**src/rtl/i2s_drain_ctrl.sv**
```systemverilog
// Drains audio samples from a FIFO into a ready/valid stream in fixed-length bursts.
// Optional two-sample 16-bit packing is built only when I2S_DRAIN_PACK16_EN is defined.
module i2s_drain_ctrl #(
    parameter int BURST_W = 4
) (
    input  logic               clk,
    input  logic               rst,
    input  logic               en,
    input  logic [BURST_W-1:0] burst_len,
    input  logic               pack16,
    input  logic               fifo_empty,
    input  logic               fifo_full,
    input  logic [4:0]         fifo_level,
    input  logic [31:0]        fifo_rdata,
    output logic               fifo_rd,
    output logic               m_valid,
    input  logic               m_ready,
    output logic [31:0]        m_data,
    output logic               m_last,
    output logic               burst_done,
    output logic               ovf,
    input  logic               ovf_clr
);

    typedef enum logic [1:0] {IDLE, WAIT, READ, SEND} state_t;

    localparam logic [BURST_W:0] ONE        = 1;
    localparam logic [BURST_W:0] FULL_BURST = {1'b1, {BURST_W{1'b0}}};

    state_t             state;
    logic [BURST_W:0]   words_left;
    logic [BURST_W:0]   total;
    logic [5:0]         need;
    logic [5:0]         avail;
    logic               pack_in;

`ifdef I2S_DRAIN_PACK16_EN
    logic               pack_q;
    logic               half_q;
    logic [15:0]        first_q;
    assign pack_in = pack16;
`else
    logic               unused_pack;
    assign unused_pack = pack16;
    assign pack_in     = 1'b0;
`endif

    assign need  = 6'(burst_len) << pack_in;
    assign avail = fifo_full ? 6'd32 : {1'b0, fifo_level};
    // A zero length encodes the largest burst; the extra counter bit keeps it from wrapping.
    assign total = (burst_len == '0) ? FULL_BURST : {1'b0, burst_len};

    assign fifo_rd    = (state == READ) && !fifo_empty;
    assign burst_done = m_valid && m_ready && m_last;

    always_ff @(posedge clk or posedge rst) begin
        if (rst) begin
            state      <= IDLE;
            words_left <= '0;
            m_valid    <= 1'b0;
            m_last     <= 1'b0;
            m_data     <= '0;
            ovf        <= 1'b0;
`ifdef I2S_DRAIN_PACK16_EN
            pack_q     <= 1'b0;
            half_q     <= 1'b0;
            first_q    <= '0;
`endif
        end else begin
            // Overflow set takes priority over a simultaneous clear.
            if (fifo_full)
                ovf <= 1'b1;
            else if (ovf_clr)
                ovf <= 1'b0;

            case (state)
                IDLE: begin
                    if (en)
                        state <= WAIT;
                end
                WAIT: begin
                    if (!en) begin
                        state <= IDLE;
                    end else if (avail >= need) begin
                        state      <= READ;
                        words_left <= total;
`ifdef I2S_DRAIN_PACK16_EN
                        pack_q     <= pack16;
                        half_q     <= 1'b0;
`endif
                    end
                end
                READ: begin
                    if (!fifo_empty) begin
`ifdef I2S_DRAIN_PACK16_EN
                        if (pack_q && !half_q) begin
                            first_q <= fifo_rdata[15:0];
                            half_q  <= 1'b1;
                        end else begin
                            m_data  <= pack_q ? {fifo_rdata[15:0], first_q} : fifo_rdata;
                            half_q  <= 1'b0;
                            m_valid <= 1'b1;
                            m_last  <= (words_left == ONE);
                            state   <= SEND;
                        end
`else
                        m_data  <= fifo_rdata;
                        m_valid <= 1'b1;
                        m_last  <= (words_left == ONE);
                        state   <= SEND;
`endif
                    end
                end
                SEND: begin
                    if (m_ready) begin
                        m_valid    <= 1'b0;
                        m_last     <= 1'b0;
                        words_left <= words_left - ONE;
                        if (words_left == ONE)
                            state <= en ? WAIT : IDLE;
                        else
                            state <= READ;
                    end
                end
                default: state <= IDLE;
            endcase
        end
    end

endmodule

```
**config.mk**
```make
export PLATFORM = sky130hd
export DESIGN_NAME = i2s_drain_ctrl
export DESIGN_NICKNAME = d
export VERILOG_FILES = /design/src/rtl/i2s_drain_ctrl.sv
export SDC_FILE = /design/constraint.sdc
export NUM_CORES = 1
export LEC_CHECK = 0
export ABC_AREA = 0
export CORE_ASPECT_RATIO = 0.7
export CORE_MARGIN = 2
export CORE_UTILIZATION = 42
export CTS_CLUSTER_SIZE = 12
export DETAILED_ROUTE_END_ITERATION = 10
export GPL_ROUTABILITY_DRIVEN = 0
export GPL_TIMING_DRIVEN = 1
export PLACE_DENSITY = 0.79
export SYNTH_ARGS = -nofsm -noshare
export SYNTH_HDL_FRONTEND = slang
export SYNTH_SLANG_ARGS = --single-unit
```
**constraint.sdc**
```tcl
create_clock -name clk -period 2.8 [get_ports clk]
set_clock_uncertainty 0.05 [all_clocks]
set_input_delay 0.7 -clock clk [delete_from_list [all_inputs] [get_ports clk]]
set_output_delay 0.7 -clock clk [all_outputs]
set_load 0.1 [all_outputs]
```
==> results of run 1 <==
## path summary, 6_finish.rpt
kind                          startpoint       endpoint  slack, ns  cells after the start
max                        fifo_level[3]  words_left[1]       0.27                      7
max reg2reg                     state[1]     m_data[24]       0.83                      3
max in group asynchronous            rst      m_data[9]       1.56                      3
min in group asynchronous            rst  words_left[3]       0.79                      3
min reg2reg                          ovf            ovf       0.44                      1
min                                  ovf            ovf       0.44                      1
## cells by family after synthesis
family / Yosys count / share of synthesized area [%]
AO/OA/AOI/OAI: 25 / 10.3
multiplexers: 34 / 21.0
flip-flops: 42 / 52.1
buffers and inverters: 15 / 4.34
adder cells (fa/ha/maj): 6 / 3.72
AND/OR/NAND/NOR: 27 / 8.44
## routing by layer
layer  share of wire (%)  vias up
met1                  46      691
li1                    -      721
met2                  44       55
met5                   0        -
met3                 7.3       12
met4                 1.8        0
## cell type report
| class | instances | area [sq um] |
|---|---|---|
| clock buffers | 6 | 82.6 |
| clock inverters | 2 | 12.5 |
| multi-input cells | 92 | 877 |
| repair buffers | 91 | 826 |
| fillers | 391 | 1750 |
| well taps | 57 | 71.3 |
| inverters | 9 | 33.8 |
| flip-flops and latches | 42 | 1050 |
## cells in the final DEF (no fill, tap or decap), types with 2 or more instances in the layout
cell             Yosys  layout
nand2_1              7       7
clkdlybuf4s50_1      0      47
o221ai_1             3       3
ha_1                 6       6
nor3b_1              4       4
nand3_1              2       2
a41oi_1              2       2
dfrtp_1             42      42
clkbuf_8             0       6
mux2_4              11      11
inv_1                9       8
a21oi_1              4       4
o2bb2ai_1            3       3
nor2b_1              3       3
a22oi_1              2       2
buf_12               0       2
o21ai_0              3       3
buf_4                0      42
mux2_2              22      22
## critical path: stages
cell             delay (ns)
clkdlybuf4s50_1        0.44
nor2b_1                0.13
ha_1                   0.29
a2111oi_4              0.39
o21ai_2                0.19
o21ai_4                0.17
mux2_1                 0.32
## state kept, by name, summed over array words and instances, names as in the netlist
name	flops
m_data	32
ovf	1
m_last	1
m_valid	1
words_left	5
state	2
## per-stage QoR
step | setup TNS [ns] | instance area (sq um) | utilization (%) | setup WS [ns] | cells
floorplan | 0 | 2020 | - | 0.202 | 149
global placement | 0 | 2860 | 60.8 | 0.0179 | 291
detailed placement | -0.0571 | 2860 | 60.8 | -0.0402 | 291
CTS | 0 | 2950 | 62.8 | 0.264 | 299
global route | 0 | 2950 | 62.8 | 0.196 | 299
finish | 0 | 2950 | 62.8 | 0.272 | 299
==> impl_metrics.tcl, run 1 <==
set metrics [dict create \
    status "completed" \
    core_sq_mm 0.00470 \
    synthCells 149 \
    grt_util_all_layers_pct 15.5 \
    rsz0062_at_grt "no" \
    start_kind "input pin" \
    drc 0 \
    fin_crit_sh_pct 90.3 \
    max_freq_mhz 396 \
    yosys.area.top_type "dfrtp_1" \
    first_pass_iters 4 \
    ctsHoldBuffers 0 \
    use_met3_pct 5.68 \
    cts_tree "yes" \
    vias 1479 \
    antenna_found_initial 0 \
    dp_hpwl_mm 3.18 \
    hold_viol_final 0 \
    postCtsSetupRepairBufs 0 \
    gr-total-overflow 0 \
    global_route.usage.met2_pct 22.8 \
    yosysWarnings 0 \
    top_usage_layer "met2" \
    cts_sinks 42 \
    dieArea_sq_mm 0.00538 \
    ys.flop_type "dfrtp_1" \
    totalWireLength_mm 4.19 \
    cts_resized 0 \
    syn_avg_cell_area_sq_um 13.5 \
    drtAntennaViolNets 0 \
    grt_pass1_wl_mm 6.34 \
    min-delay-path-class "reg -> reg" \
    ys_ff_latch 42 \
    synth_common_cells "dfrtp_1 (42), mux2_2 (22), mux2_4 (11)" \
    synthArstFlopShare_pct 100 \
    end_kind "register" \
    drv_cap 0 \
    clk_latency_ns 0.29 \
    synth_top_area_share_pct 52.1 \
    die_h_um 62.0 \
    synth_nets 204 \
    final_nets 296 \
    synth_edf_count 0 \
    die_x_um 86.8 \
    drt_iter0_drc 38 \
    slew_viol_final 0 \
    synth_cell_types 38 \
    ys_seq_area_share_pct 52.1 \
    ys_top_cells_by_area "dfrtp_1 (52%), mux2_2 (12%), mux2_4 (8.2%)" \
    io_buffers 84 \
    holdWs_ns 0.437 \
    cts-htree-levels 2 \
    vias_per_cell 4.95 \
    grt_util_met1_pct 21.1 \
    synth_area_sq_mm 0.00202 \
    clockBufferDepth 2 \
    antenna_cells 0 \
    synth.most_common_cell "dfrtp_1" \
    setup_viol 0 \
    wire_per_inst_um 14.0 \
    clk_pin_slew_ns 0.08 \
    pin_count 86 \
    grt_pass1_vias 1345 \
    critPathMaxFanout 7 \
    grt_max_degree 43 \
    drive_above_1_share_pct 37.2 \
    initial_core_util_pct 42.9 \
    fin_crit_ns 2.53 \
    area_delta_synth_final_pct 46.6 \
    critPathKind "in -> reg" \
    cp.required_ns 2.92 \
    max_slew.worst_pin.slew_ns 0.631 \
    crit_arrival_ns 2.65 \
    cts_buffers 5 \
    maxSlewHeadroom_pct 57.3 \
    num_rows 21 \
    root_buffer "clkbuf_8" \
]
Power of run 1 is left out: the tool's default activity adds up to more than one toggle a clock period on the data nets, which glitch-free logic cannot reach.
==> inputs of run 2 (changes only) <==
Settings changed: GPL_TIMING_DRIVEN 1 to 0, PLACE_DENSITY 0.79 to 0.75.
==> run 2 against run 1 <==
  * Design area increased by 2.3%
  * Non-clock buffer count unchanged
  * Register-to-register slack improved by 0.35 ns
  * Final cell count unchanged
  * Sequential share of layout area decreased by 0.80 points
  * First-iteration DRC count decreased by 24%
  * Clock-buffer cell count increased by 1
  * Via count increased by 2.6%
  * Hold slack got worse by 0.0057 ns
  * Sequential cell count unchanged
  * Routed wire length increased by 7.4%
  * Global-route usage increased by 0.74 points
  * Critical path type is now in -> out
  * Largest cell class unchanged
  * Highest routed layer unchanged
==> impl_metrics.tcl, run 2 (synthesis gave the netlist of run 1 again) <==
set metrics [dict create \
    status "completed" \
    hold_viol_final 0 \
    final_common_cell "clkdlybuf4s50_1" \
    max_slew.worst_pin.slew_ns 0.989 \
    vias 1517 \
    antenna_cells 0 \
    gr-total-overflow 0 \
    drive_above_1_share_pct 22.3 \
    drv_cap 0 \
    final_nets 296 \
    maxSlewHeadroom_pct 33.8 \
    critPathMaxFanout 7 \
    io_buffers 84 \
    setup_viol 0 \
    rsz0062_at_grt "no" \
    drtAntennaViolNets 0 \
    clockBufferDepth 2 \
    max_freq_mhz 372 \
    grt_util_all_layers_pct 16.3 \
    crit_arrival_ns 1.94 \
    initial_core_util_pct 42.9 \
    slew_viol_final 0 \
    antenna_found_initial 0 \
    first_pass_iters 4 \
    final_cells 299 \
    end_kind "primary output" \
    mostFrequentLayoutCells "clkdlybuf4s50_1 (81), dfrtp_1 (42), mux2_2 (22)" \
    min-delay-path-class "reg -> reg" \
    slowest_delay_ns 0.63 \
    drc 0 \
    die_h_um 62.0 \
    grt_pass1_wl_mm 6.71 \
    critPathKind "in -> out" \
    totalWireLength_mm 4.50 \
    clk_pin_slew_ns 0.07 \
    core_sq_mm 0.00470 \
    post-place-cells 290 \
    crit_buf_inv 2 \
    cts-htree-levels 2 \
    start_kind "input pin" \
    grt_pass1_vias 1380 \
    top_register "m_data" \
    top_regs "m_data: 32 flops, words_left: 5 flops, state: 2 flops" \
    dieArea_sq_mm 0.00538 \
    root_buffer "clkbuf_8" \
    dp_hpwl_mm 3.46 \
    largest_reg_flops 32 \
    pin_count 86 \
    drt_iter0_drc 29 \
    cts_tree "yes" \
    cp.required_ns 2.05 \
    clk_latency_ns 0.28 \
    final_area_sq_mm 0.00302 \
    fin_crit_sh_pct 96.1 \
    utilization_pct 64.2 \
    num_rows 21 \
    grt_max_degree 43 \
    placed_cell_area_sq_mm 0.00293 \
    area_delta_synth_final_pct 49.9 \
    die_x_um 86.8 \
    crit_chain "clkdlybuf4s50_1 -> and3_1 -> buf_2" \
    vias_per_cell 5.07 \
    n_fill_cell 364 \
    fin_crit_ns 2.69 \
    cts_buffers 5 \
    crit_family "buffers and inverters" \
    wire_per_inst_um 15.1 \
    cpMaxStageDelayCell "clkdlybuf4s50_1" \
    cts_sinks 42 \
]
run 2: changes by cell type in the layout (fill, tap and decap cells not counted), moves of 2 or more:
| cell | delta |
|---|---|
| buf_2 | +2 |
| buf_6 | +4 |
| clkbuf_1 | +2 |
| buf_4 | -40 |
| clkdlybuf4s50_1 | +34 |
| buf_12 | -2 |
run 2: layout make-up:
| type | instances | area [sq um] | share of cell area [%] |
|---|---|---|---|
| clock buffers | 7 | 86.3 | 2.86 |
| clock inverters | 1 | 5.00 | 0.166 |
| multi-input cells | 92 | 877 | 29.0 |
| inverters | 9 | 33.8 | 1.12 |
| flip-flops and latches | 42 | 1050 | 34.8 |
| plain buffers | 6 | 53.8 | 1.78 |
| well taps | 57 | 71.3 | 2.36 |
| repair buffers | 85 | 843 | 27.9 |
run 2: through the flow:
| step | worst slack (ns) | hold WS, ns | setup TNS (ns) |
|---|---|---|---|
| after floorplan | 0.202 | 0.430 | 0 |
| after global placement | -1.00 | 0.420 | -1.96 |
| after detailed placement | -1.00 | 0.423 | -2.11 |
| after CTS | 0.0439 | 0.441 | 0 |
| after global routing | 0.0469 | 0.455 | 0 |
| final | 0.109 | 0.431 | 0 |
run 2: worst paths after layout:
kind                          start       endpoint  slack (ns)  depth (start not counted)
setup / recovery            m_ready     burst_done        0.11                          3
hold / removal                  ovf            ovf        0.43                          1
setup reg to reg           state[1]  words_left[1]        1.18                          5
hold reg to reg                 ovf            ovf        0.43                          1
max in group asynchronous       rst     m_data[13]        1.29                          2
min in group asynchronous       rst     m_data[28]        0.86                          2
run 2: timing repair:
action,in CTS,in global routing
setup buffers,1,0
endpoints found under the setup margin,2,1
hold buffers,0,0
endpoints found under the hold margin,0,0
pin swaps,1,0
resized for setup,11,1
run 2: per-layer routing:
metal | up-vias | part of all wire (%) | GRT usage (%)
met3 | 2 | 3.9 | 3.70
met4 | 0 | 0.49 | 4.02
li1 | 728 | - | -
met1 | 746 | 47 | 22.9
met2 | 41 | 49 | 26.0
met5 | - | 0 | 0
Power of run 2 is left out for the same reason.
